File: src/rtl/id_hazard_ctrl.sv
// ID-stage hazard controller: shadow EX/MEM/WB destination tracking, stall/bubble/flush
// generation, redirect sequencing and stall/redirect perf counters.
module id_hazard_ctrl #(
  parameter int FWD_EN       = 1,
  parameter int WB_BYPASS    = 1,
  parameter int FLUSH_CYCLES = 1,
  parameter int CNT_W        = 16
) (
  input  logic             i_clk,
  input  logic             i_rst,
  input  logic             i_idValid,
  input  logic [4:0]       i_rdReg1,
  input  logic [4:0]       i_rdReg2,
  input  logic             i_idMemRead,
  input  logic             i_idRegWrite,
  input  logic [4:0]       i_idWrReg,
  input  logic             i_exRedirect,
  output logic             o_stallPC,
  output logic             o_stallIFID,
  output logic             o_bubbleIDEX,
  output logic             o_flushIFID,
  output logic [1:0]       o_state,
  output logic [CNT_W-1:0] o_stallCnt,
  output logic [CNT_W-1:0] o_flushCnt
);

  localparam int FC_W = (FLUSH_CYCLES > 1) ? $clog2(FLUSH_CYCLES + 1) : 1;
  localparam logic [FC_W-1:0] FC_LOAD = FC_W'(FLUSH_CYCLES - 1);

  typedef enum logic [1:0] {
    S_RUN   = 2'b00,
    S_STALL = 2'b01,
    S_FLUSH = 2'b10
  } state_t;

  state_t          r_state;
  logic [FC_W-1:0] r_fcnt;

  // Shadow pipe; mem-read only matters while the instr sits in EX
  logic       r_exV, r_exRw, r_exMr;
  logic [4:0] r_exRd;
  logic       r_memV, r_memRw;
  logic [4:0] r_memRd;
  logic       r_wbV, r_wbRw;
  logic [4:0] r_wbRd;

  logic [CNT_W-1:0] r_stallCnt;
  logic [CNT_W-1:0] r_flushCnt;

  logic w_matchEx, w_matchMem, w_matchWb;
  logic w_hazard, w_redirect, w_flushing, w_stall, w_bubble;

  function automatic logic f_match(input logic v, input logic rw,
                                   input logic [4:0] rd, input logic [4:0] r);
    return v & rw & (rd != 5'd0) & (r != 5'd0) & (rd == r);
  endfunction

  assign w_matchEx  = f_match(r_exV,  r_exRw,  r_exRd,  i_rdReg1) |
                      f_match(r_exV,  r_exRw,  r_exRd,  i_rdReg2);
  assign w_matchMem = f_match(r_memV, r_memRw, r_memRd, i_rdReg1) |
                      f_match(r_memV, r_memRw, r_memRd, i_rdReg2);
  assign w_matchWb  = f_match(r_wbV,  r_wbRw,  r_wbRd,  i_rdReg1) |
                      f_match(r_wbV,  r_wbRw,  r_wbRd,  i_rdReg2);

  always_comb begin
    w_hazard = 1'b0;
    if (i_idValid) begin
      if (FWD_EN != 0)
        w_hazard = w_matchEx & r_exMr;
      else
        w_hazard = w_matchEx | w_matchMem | (w_matchWb & (WB_BYPASS == 0));
    end
  end

  assign w_redirect = i_exRedirect;
  assign w_flushing = w_redirect | (r_state == S_FLUSH);
  assign w_stall    = ~w_flushing & w_hazard;
  assign w_bubble   = w_flushing | w_stall;

  assign o_stallPC    = w_stall;
  assign o_stallIFID  = w_stall;
  assign o_bubbleIDEX = w_bubble;
  assign o_flushIFID  = w_flushing;
  assign o_state      = r_state;
  assign o_stallCnt   = r_stallCnt;
  assign o_flushCnt   = r_flushCnt;

  always_ff @(posedge i_clk) begin
    if (i_rst) begin
      r_state    <= S_RUN;
      r_fcnt     <= '0;
      r_exV      <= 1'b0;
      r_exRw     <= 1'b0;
      r_exMr     <= 1'b0;
      r_exRd     <= 5'd0;
      r_memV     <= 1'b0;
      r_memRw    <= 1'b0;
      r_memRd    <= 5'd0;
      r_wbV      <= 1'b0;
      r_wbRw     <= 1'b0;
      r_wbRd     <= 5'd0;
      r_stallCnt <= '0;
      r_flushCnt <= '0;
    end else begin
      r_wbV   <= r_memV;
      r_wbRw  <= r_memRw;
      r_wbRd  <= r_memRd;
      r_memV  <= r_exV;
      r_memRw <= r_exRw;
      r_memRd <= r_exRd;
      if (i_idValid && !w_bubble) begin
        r_exV  <= 1'b1;
        r_exRw <= i_idRegWrite;
        r_exMr <= i_idMemRead;
        r_exRd <= i_idWrReg;
      end else begin
        r_exV  <= 1'b0;
        r_exRw <= 1'b0;
        r_exMr <= 1'b0;
        r_exRd <= 5'd0;
      end

      if (w_stall)
        r_stallCnt <= r_stallCnt + CNT_W'(1);
      if (w_redirect)
        r_flushCnt <= r_flushCnt + CNT_W'(1);

      // The redirect cycle is itself the first flush cycle, so FLUSH state
      // only covers the remaining FLUSH_CYCLES-1 cycles (r_fcnt counts them).
      if (w_redirect) begin
        r_fcnt  <= FC_LOAD;
        r_state <= (FC_LOAD != '0) ? S_FLUSH : S_RUN;
      end else begin
        case (r_state)
          S_RUN:   if (w_hazard) r_state <= S_STALL;
          S_STALL: if (!w_hazard) r_state <= S_RUN;
          S_FLUSH: begin
            if (r_fcnt <= FC_W'(1)) begin
              r_fcnt  <= '0;
              r_state <= S_RUN;
            end else begin
              r_fcnt <= r_fcnt - FC_W'(1);
            end
          end
          default: r_state <= S_RUN;
        endcase
      end
    end
  end

endmodule

File: config.mk
export PLATFORM = sky130hd
export DESIGN_NAME = id_hazard_ctrl
export DESIGN_NICKNAME = d
export VERILOG_FILES = /design/src/rtl/id_hazard_ctrl.sv
export SDC_FILE = /design/constraint.sdc
export NUM_CORES = 1
export LEC_CHECK = 0
export ABC_AREA = 1
export CAP_MARGIN = 20
export CORE_ASPECT_RATIO = 1.4
export CORE_MARGIN = 3
export CORE_UTILIZATION = 45
export CTS_CLUSTER_SIZE = 25
export DETAILED_ROUTE_END_ITERATION = 7
export PLACE_DENSITY_LB_ADDON = 0.05
export SYNTH_ARGS = -nofsm -noshare
export SYNTH_HDL_FRONTEND = slang
export SYNTH_SLANG_ARGS = --single-unit
File: constraint.sdc
create_clock -name i_clk -period 1.49 [get_ports i_clk]
set_input_delay 0.149 -clock i_clk [delete_from_list [all_inputs] [get_ports i_clk]]
set_output_delay 0.149 -clock i_clk [all_outputs]
set_load 0.01 [all_outputs]
==> key figures, run 1 <==
Run status
  • Status: complete, but fails checks
  • Failing checks: negative setup slack

Setup path
  • Reg2reg setup slack: 0.09 ns
  • Buf/Inv on CP: 3
  • Reg2Reg Launch Point: o_flushCnt[0]$_SDFFE_PP0P_
  • R2R depth: 9
  • CP endpoint kind: primary output
  • Worst path top cell family by delay: simple AND/OR/NAND/NOR gates
  • WP data required: 1.34 ns
  • Crit path largest cell delay: 0.33 ns
  • Crit path depth: 10
  • Crit start category: flip-flop
  • Worst Setup EP: o_stallIFID
  • Critical Path Source: r_exRd[4]$_SDFF_PP0_
  • Worst EP arrival: 1.38 ns
  • Slowest cell on the critical path: dfxtp_2
  • Critical path type: flip-flop to primary output
  • Worst reg2reg endpoint: o_flushCnt[14]$_SDFFE_PP0P_
  • CP cell instances: inv_2, nand2_2, nand2_1, nand2_1, nor2_2, nand2_2, nand2_4, nand3_4, inv_2, buf_6
  • Crit-path max FO: 4

Global route
  • Met2 Use GR: 36.4%
  • Met1 Usage GRT: 21.5%
  • Largest net degree at the start of global routing: 23
  • Vias in the first global route: 2280
  • Initial antenna violation count: 0
  • Total Routing Usage GR: 19.6%
  • Layer with the highest usage: met2
  • Met3 usage: 4.48%
  • GRT overflow: 0
  • First-pass GRT wire length: 9500 um

Hold path
  • Worst min path class: primary input to flip-flop
  • Hold path depth: 2

Synth
  • Cell taking the most area after synthesis: dfxtp_1
  • Synth top area share: 35.8%
  • Synth warn: 0
  • Top cells by area, synth: dfxtp_1 36%, nand2_1 13%, nor2_1 8.2%, inv_1 6.5%, nand4_1 5.5%
  • Post-synth EDFFs: 0
  • Post-Syn Area: 0.00229 mm^2
  • Post-synth net total: 361
  • Yosys reg bits: 41
  • Number of cells produced by synthesis: 338
  • Register area share after synthesis: 35.8%
  • Fraction of registers with async set/reset: 0%
  • Synth Flop Type: dfxtp_1
  • Distinct cells, synth: 31
  • Avg Cell Area, Syn: 6.79 um^2

STA
  • Clock skew: 0.00863 ns
  • Hold slack: 0.359 ns
  • RSZ-0062 raised after global routing: true
  • Max frequency: 653 MHz
  • Final hold violations: 0
  • Final Critical Period: 1.53 ns
  • Final-report max-slew violation count: 0
  • Setup WS post-layout: -0.0408 ns
  • Fin Setup TNS: -0.117 ns
  • Final Setup Violations: 3
  • Post-route clock period utilization: 103%

Run
  • Maxcap violations: 0

Clock tree
  • CTS Buf Count: 5
  • Hold buffers post-CTS: 0
  • CTS H-Tree Depth: 2
  • CTS tree: built
  • Max Root-Sink Buffers: 2
  • Root Buffer: clkbuf_8
  • # clock sinks: 41
  • Clock latency at the later pin of the worst-skew pair: 0.29 ns
  • Worst-path clk slew: 0.08 ns

Placed design
  • DP Wirelength: 4230 um
  • Placed instance area: 0.00305 mm^2
  • Gpl congestion: 0.813
  • Placed cell count: 473
  • Setup WS pre-CTS: -0.478 ns
  • # port buffers: 57

Routing
  • Number of detailed-routing iterations run before antenna repair: 4
  • Remaining DRCs: 0
  • Total number of vias: 2383
  • Total Wirelength: 5670 um
  • Detailed Route Iter0 Violations: 107
  • DR WL/cell: 11.8 um
  • Avg Vias per Cell: 4.94
  • Final ANT Viol Nets: 0

Layout
  • Highest-count cells in the layout ignoring fill and taps: 78 x nand2_1, 47 x clkdlybuf4s50_1, 45 x nor2_1
  • Most common cell after layout, fill and taps aside: nand2_1
  • Area delta synth->final: 43.0%
  • Final Non-Filler Cells: 482
  • Final #Nets: 440
  • Util after Layout: 67.3%
  • Antenna diodes: 0
  • Layout cells sized above 1: 22.7%
  • Finished Cell Area: 0.00328 mm^2

Floorplanning
  • Die W: 66.4 um
  • Die area: 0.00600 mm^2
  • Die height: 90.5 um
  • Core Box Area: 0.00488 mm^2
  • Starting Density: 47.0%
  • I/O pins: 59
  • Cell Rows: 30

Pwr
  • Total power: 2.24 mW
  • Leak Pwr: 1.43 nW
  • Peak supply drop: 447 uV
  • P per Cell Area: 683 mW/mm^2
## Yosys cell counts (2+ instances only)
library cell   n
nand3_1       15
nor2_2         7
xnor2_1        7
nand2_1       82
nand4_1       20
o21ai_0        7
dfxtp_1       41
a21oi_1       21
a211oi_1       2
xor2_1         7
ha_1           2
nor3_1         7
buf_2          3
inv_2          3
nor3_4         2
buf_4          4
nor2_1        50
clkbuf_1       2
inv_1         40
nand4_2        2
nand2_2        4
## cell families after synthesis
logic type | after synthesis | share of synthesized area, %
flip-flops | 41 | 35.8
XOR/XNOR | 14 | 5.34
AND/OR/NAND/NOR | 194 | 39.8
other | 1 | 0.163
adder cells (fa/ha/maj) | 2 | 1.09
buffers and inverters | 54 | 10.5
AO/OA/AOI/OAI | 32 | 7.36
## layer usage
metal,vias up,part of all wire [%]
met5,-,0
li1,1236,-
met3,4,3.7
met2,45,55
met4,0,0.71
met1,1098,40
## timing repair
item	CTS	global route
setup buffers	0	1
resized for setup	24	41
setup endpoints to repair	7	36
pin swaps	4	7
gates cloned	0	0
## state kept, by name (all words and copies together), names as in the netlist
| name | count |
|---|---|
| o_state | 1 |
| r_exV | 1 |
| r_exMr | 1 |
| o_stallCnt | 16 |
| r_exRw | 1 |
| r_exRd | 5 |
| o_flushCnt | 16 |
## report_power, final
part           internal (mW)  switching, mW
logic                  0.107         0.0981
clock network          0.546          0.375
registers               1.10         0.0115
## layout make-up
cell class / instances / area [um^2]
Clock buffer: 7 / 86.3
Clock inverter: 1 / 30.0
Fill cell: 444 / 1600
Inverter: 43 / 161
Multi-Input combinational cell: 243 / 1290
Sequential cell: 41 / 857
Tap cell: 64 / 80.1
Timing Repair Buffer: 83 / 781
## how the worst min path moves through the flow
stage / slack, ns / from / to
after floorplan: 0.23 / i_rst / o_flushCnt[12]$_SDFFE_PP0P_
after global routing: 0.38 / i_idRegWrite / r_exRw$_SDFF_PP0_
final: 0.36 / i_exRedirect / o_flushCnt[0]$_SDFFE_PP0P_
after CTS: 0.36 / i_exRedirect / o_flushCnt[0]$_SDFFE_PP0P_
after detailed placement: 0.47 / o_flushCnt[12]$_SDFFE_PP0P_ / o_flushCnt[12]$_SDFFE_PP0P_
after global placement: 0.47 / o_flushCnt[12]$_SDFFE_PP0P_ / o_flushCnt[12]$_SDFFE_PP0P_
Note: power is estimated with default switching activity, not from simulation.
==> inputs of run 2 (changes only) <==
--- a/config.mk
+++ b/config.mk
@@ -9,7 +9,7 @@
 export CAP_MARGIN = 20
 export CORE_ASPECT_RATIO = 1.4
 export CORE_MARGIN = 3
-export CORE_UTILIZATION = 45
+export CORE_UTILIZATION = 44
 export CTS_CLUSTER_SIZE = 25
 export DETAILED_ROUTE_END_ITERATION = 7
 export PLACE_DENSITY_LB_ADDON = 0.05
==> constraint.sdc (replaced) <==
create_clock -name i_clk -period 1.35 [get_ports i_clk]
set_input_delay 0.135 -clock i_clk [delete_from_list [all_inputs] [get_ports i_clk]]
set_output_delay 0.135 -clock i_clk [all_outputs]
set_load 0.01 [all_outputs]
==> key figures, run 2 (synthesized netlist as in run 1, its figures left out) <==
Pwr
  • Leak Pwr: 1.66 nW
  • Gate power share: 9.2%
  • Total power: 2.65 mW
  • Int Pwr: 2.08 mW
  • Reg power frac: 46.4%
  • Sw Share: 21.6%
  • P per Cell Area: 764 mW/mm^2
  • Psw: 0.571 mW
  • Peak supply drop: 643 uV
  • Clk network pwr share: 44.4%

Routing
  • Avg Vias per Cell: 4.99
  • Total number of vias: 2489
  • Number of detailed-routing iterations run before antenna repair: 6
  • DR WL/cell: 12.7 um
  • Final ANT Viol Nets: 0
  • Detailed Route Iter0 Violations: 116
  • Total Wirelength: 6340 um
  • Remaining DRCs: 0

Global route
  • GRT overflow: 0
  • Initial antenna violation count: 0
  • Vias in the first global route: 2440
  • First-pass GRT wire length: 10300 um
  • Total Routing Usage GR: 21.1%
  • Largest net degree at the start of global routing: 23

Floorplanning
  • Die W: 67.0 um
  • Die area: 0.00613 mm^2
  • Die height: 91.5 um
  • Starting Density: 46.3%
  • Cell Rows: 30
  • Core Box Area: 0.00495 mm^2
  • I/O pins: 59

Setup path
  • Crit-path max FO: 3
  • WP data required: 1.22 ns
  • Crit path largest cell delay: 0.34 ns
  • Crit start category: flip-flop
  • Slowest cell on the critical path: dfxtp_2
  • Critical path type: flip-flop to primary output
  • CP endpoint kind: primary output
  • Worst EP arrival: 1.40 ns
  • Most frequent CP cell: nand2_2
  • CP cell instances: inv_2, nand2_2, nand2_2, nand2_1, nor2_1, nand2_2, nand2_4, nand3_4, inv_4, buf_6

Clock tree
  • Max Root-Sink Buffers: 2
  • CTS tree: built
  • CTS Buf Count: 5
  • Clock latency at the later pin of the worst-skew pair: 0.30 ns
  • # clock sinks: 41
  • Hold buffers post-CTS: 0
  • Root Buffer: clkbuf_8
  • CTS H-Tree Depth: 2
  • Worst-path clk slew: 0.08 ns

Placed design
  • Placed instance area: 0.00315 mm^2
  • Gpl congestion: 0.763
  • DP Wirelength: 4510 um
  • # port buffers: 57

Hold path
  • Worst min path class: primary input to flip-flop

Run status
  • Failing checks: negative setup slack
  • Status: complete, but fails checks

STA
  • Post-route clock period utilization: 113%
  • Final-report max-slew violation count: 0
  • RSZ-0062 raised after global routing: true
  • Final hold violations: 0
  • Max frequency: 654 MHz
  • Setup WS post-layout: -0.180 ns
  • Clock skew: 0.00976 ns
  • Final Setup Violations: 20
  • Final Critical Period: 1.53 ns

Layout
  • Highest-count cells in the layout ignoring fill and taps: 76 x nand2_1, 46 x nor2_1, 39 x buf_4
  • Finished Cell Area: 0.00347 mm^2
  • Area delta synth->final: 51.1%
  • Final #Nets: 457
  • Most common cell after layout, fill and taps aside: nand2_1
  • Antenna diodes: 0
  • Layout cells sized above 1: 28.7%

Run
  • Maxcap violations: 0
==> run 2: cell types whose count changed in the layout (fill, tap and decap cells not counted), moves of 3 or more <==
cell	change
dlygate4sd2_1	+26
nor3_2	+3
dfxtp_2	+6
nor3_1	-3
buf_4	+14
clkdlybuf4s50_1	-25
dfxtp_1	-6
==> run 2: what timing repair did <==
item / 4_1_cts / 5_1_grt
setup buffers: 1 / 5
endpoints found under the hold margin: 0 / 0
gates resized for setup: 63 / 34
gates cloned: 0 / 1
setup endpoints to repair: 56 / 39
pin swaps: 5 / 5
==> run 2: per-stage QoR <==
step                      util [%]  hold slack [ns]  std cells  setup slack [ns]  TNS (ns)
after global routing          70.0            0.333        499            -0.259     -4.43
after floorplan                  -            0.213        338          -0.00711  -0.00711
after global placement        63.7            0.463        484            -0.578    -11.87
final                         70.0            0.302        499            -0.180     -1.60
after detailed placement      63.7            0.474        484            -0.594    -12.71
after CTS                     66.5            0.288        493            -0.185     -1.41
==> run 2: routing by layer <==
layer | track usage, % | up-vias | part of all wire (%)
met4 | 6.43 | 0 | 1.6
met2 | 40.9 | 57 | 56
met3 | 4.33 | 10 | 4.7
li1 | - | 1274 | -
met1 | 21.4 | 1148 | 38
met5 | 0 | - | 0
==> run 2: worst paths after layout <==
kind / start / end / slack [ns] / cells past startpoint
hold reg to reg: o_flushCnt[11]$_SDFFE_PP0P_ / o_flushCnt[11]$_SDFFE_PP0P_ / 0.47 / 1
hold / removal: i_exRedirect / o_flushCnt[0]$_SDFFE_PP0P_ / 0.30 / 2
setup / recovery: r_exRd[4]$_SDFF_PP0_ / o_stallPC / -0.18 / 10
setup reg to reg: r_exRd[4]$_SDFF_PP0_ / o_stallCnt[5]$_SDFFE_PP0P_ / -0.11 / 11
==> run 2: power groups by stage <==
stage | logic [mW] | clock network, mW | registers, mW
global placement | 0.229 | 0 | 1.26
finish | 0.243 | 1.18 | 1.23
detailed placement | 0.231 | 0 | 1.26
CTS | 0.225 | 1.20 | 1.23
global route | 0.268 | 1.24 | 1.23
floorplan | 0.104 | 0 | 1.26
==> run 2: layout make-up <==
class | instances | area (um^2)
fillers | 467 | 1490
inverters | 43 | 164
repair buffers | 100 | 907
flip-flops and latches | 41 | 865
well taps | 64 | 80.1
clock inverters | 3 | 65.1
clock buffers | 5 | 68.8
multi-input cells | 243 | 1320
==> run 2: critical path, delay by kind of cell (launching register included) <==
| kind | cells | cell delay [ns] |
|---|---|---|
| DFF | 1 | 0.34 |
| and+or+nand+nor | 7 | 0.53 |
| buffers and inverters | 3 | 0.24 |
==> inputs of run 3 (changes only) <==
--- a/config.mk
+++ b/config.mk
@@ -9,7 +9,7 @@
 export CAP_MARGIN = 20
 export CORE_ASPECT_RATIO = 1.4
 export CORE_MARGIN = 3
-export CORE_UTILIZATION = 44
+export CORE_UTILIZATION = 45
 export CTS_CLUSTER_SIZE = 25
 export DETAILED_ROUTE_END_ITERATION = 7
 export PLACE_DENSITY_LB_ADDON = 0.05
==> constraint.sdc (replaced) <==
create_clock -name i_clk -period 1.9 [get_ports i_clk]
set_input_delay 0.19 -clock i_clk [delete_from_list [all_inputs] [get_ports i_clk]]
set_output_delay 0.19 -clock i_clk [all_outputs]
set_load 0.01 [all_outputs]
==> key figures, run 3 (synthesized netlist as in run 1, its figures left out) <==
STA
  • Final hold violations: 0
  • Setup WS post-layout: 0.157 ns
  • Post-route clock period utilization: 91.8%
  • Final Setup Violations: 0
  • Clock skew: 0.00698 ns
  • Hold slack: 0.413 ns
  • Final Critical Period: 1.74 ns
  • RSZ-0062 raised after global routing: false
  • Final-report max-slew violation count: 0
  • Fin Setup TNS: 0 ns
  • Max frequency: 574 MHz

Clock tree
  • CTS Buf Count: 5
  • Clock latency at the later pin of the worst-skew pair: 0.29 ns
  • Worst-path clk slew: 0.08 ns
  • CTS tree: built
  • CTS H-Tree Depth: 2
  • # clock sinks: 41
  • Number of post-CTS setup repair buffers: 0
  • Max Root-Sink Buffers: 2
  • Root Buffer: clkbuf_8

Floorplanning
  • Die W: 66.4 um
  • Cell Rows: 30
  • Die height: 90.5 um
  • I/O pins: 59
  • Die area: 0.00600 mm^2
  • Starting Density: 47.0%
  • Core Box Area: 0.00488 mm^2

Layout
  • Highest-count cells in the layout ignoring fill and taps: 82 x nand2_1, 54 x clkdlybuf4s50_1, 49 x nor2_1
  • Layout cells sized above 1: 10.8%
  • Final Non-Filler Cells: 464
  • Most common cell after layout, fill and taps aside: nand2_1
  • Antenna diodes: 0
  • Area delta synth->final: 31.6%
  • Finished Cell Area: 0.00302 mm^2
  • Util after Layout: 61.9%
  • Final #Nets: 424

Setup path
  • Critical path type: primary input to primary output
  • WP data required: 1.71 ns
  • CP endpoint kind: primary output
  • Worst EP arrival: 1.55 ns
  • Slowest cell on the critical path: clkdlybuf4s50_1
  • CP cell instances: clkdlybuf4s50_1, xnor2_1, nand2_1, nor2_1, nand2_2, nand2_4, nand3_4, inv_1, dlygate4sd2_1
  • Crit-path max FO: 4
  • Reg2reg setup slack: 0.34 ns
  • Crit start category: primary input
  • Crit path largest cell delay: 0.49 ns

Routing
  • Avg Vias per Cell: 4.97
  • Total Wirelength: 5420 um
  • Remaining DRCs: 0
  • Detailed Route Iter0 Violations: 110
  • Final ANT Viol Nets: 0
  • Total number of vias: 2307
  • Number of detailed-routing iterations run before antenna repair: 4
  • DR WL/cell: 11.7 um

Run status
  • Status: finished clean

Global route
  • Largest net degree at the start of global routing: 23
  • Vias in the first global route: 2233
  • Initial antenna violation count: 0
  • First-pass GRT wire length: 9270 um
  • GRT overflow: 0
  • Total Routing Usage GR: 19.4%

Pwr
  • Leak Pwr: 1.22 nW
  • P per Cell Area: 512 mW/mm^2
  • Total power: 1.55 mW
  • Peak supply drop: 393 uV

Placed design
  • Placed cell count: 458
  • # port buffers: 57
  • Gpl congestion: 0.878
  • Setup WS pre-CTS: -0.165 ns
  • Placed instance area: 0.00294 mm^2
  • DP Wirelength: 4080 um

Run
  • Maxcap violations: 0

Hold path
  • Worst min path class: primary input to flip-flop
==> run 3: changes by cell type in the layout (fill, tap and decap cells not counted), sizes merged <==
cell and delta:
buf -35, bufinv -2, clkbuf -1, clkdlybuf4s15 +1
clkdlybuf4s50 +32, dlygate4sd2 -25, dlymetal6s2s -5
==> run 3: per-layer routing <==
metal / vias up / global-route usage [%] / wire (um)
li1: 1203 / - / -
met1: 1055 / 21.4 / 2260
met2: 43 / 35.5 / 2920
met3: 6 / 4.23 / 172
met4: 0 / 6.27 / 74
met5: - / 0 / 0
==> run 3: repair_timing <==
action | 4_1_cts | 5_1_grt
setup endpoints to repair | 3 | 3
gates resized for setup | 6 | 2
hold buffers | 0 | 0
==> run 3: layout make-up <==
cell class	count	area, um^2
clock inverter	1	5.00
inverter	43	161
multi-input combinational	243	1240
sequential	41	825
tap	64	80.1
timing repair buffer	67	643
fill	472	1860
clock buffer	5	68.8
==> run 3: critical path, delay by kind of cell <==
family	cells	cell delay, ns
AND/OR/NAND/NOR	5	0.42
buffers and inverters	3	0.82
XOR/XNOR	1	0.12
==> run 3: report_power, final <==
part / internal [mW] / switching, mW / leakage, nW
Clock: 0.242 / 0.278 / 0.0399
Combinational: 0.0768 / 0.0719 / 0.851
Sequential: 0.868 / 0.00991 / 0.333
==> run 3: path summary, 6_finish.rpt <==
path                                                   from                     endpoint  cells past startpoint
worst max-delay path                            i_rdReg1[2]                    o_stallPC                      9
worst min-delay path                            i_idMemRead            r_exMr$_SDFF_PP0_                      3
worst max register to register   o_stallCnt[1]$_SDFFE_PP0P_   o_stallCnt[8]$_SDFFE_PP0P_                      7
worst min register to register  o_flushCnt[12]$_SDFFE_PP0P_  o_flushCnt[12]$_SDFFE_PP0P_                      2
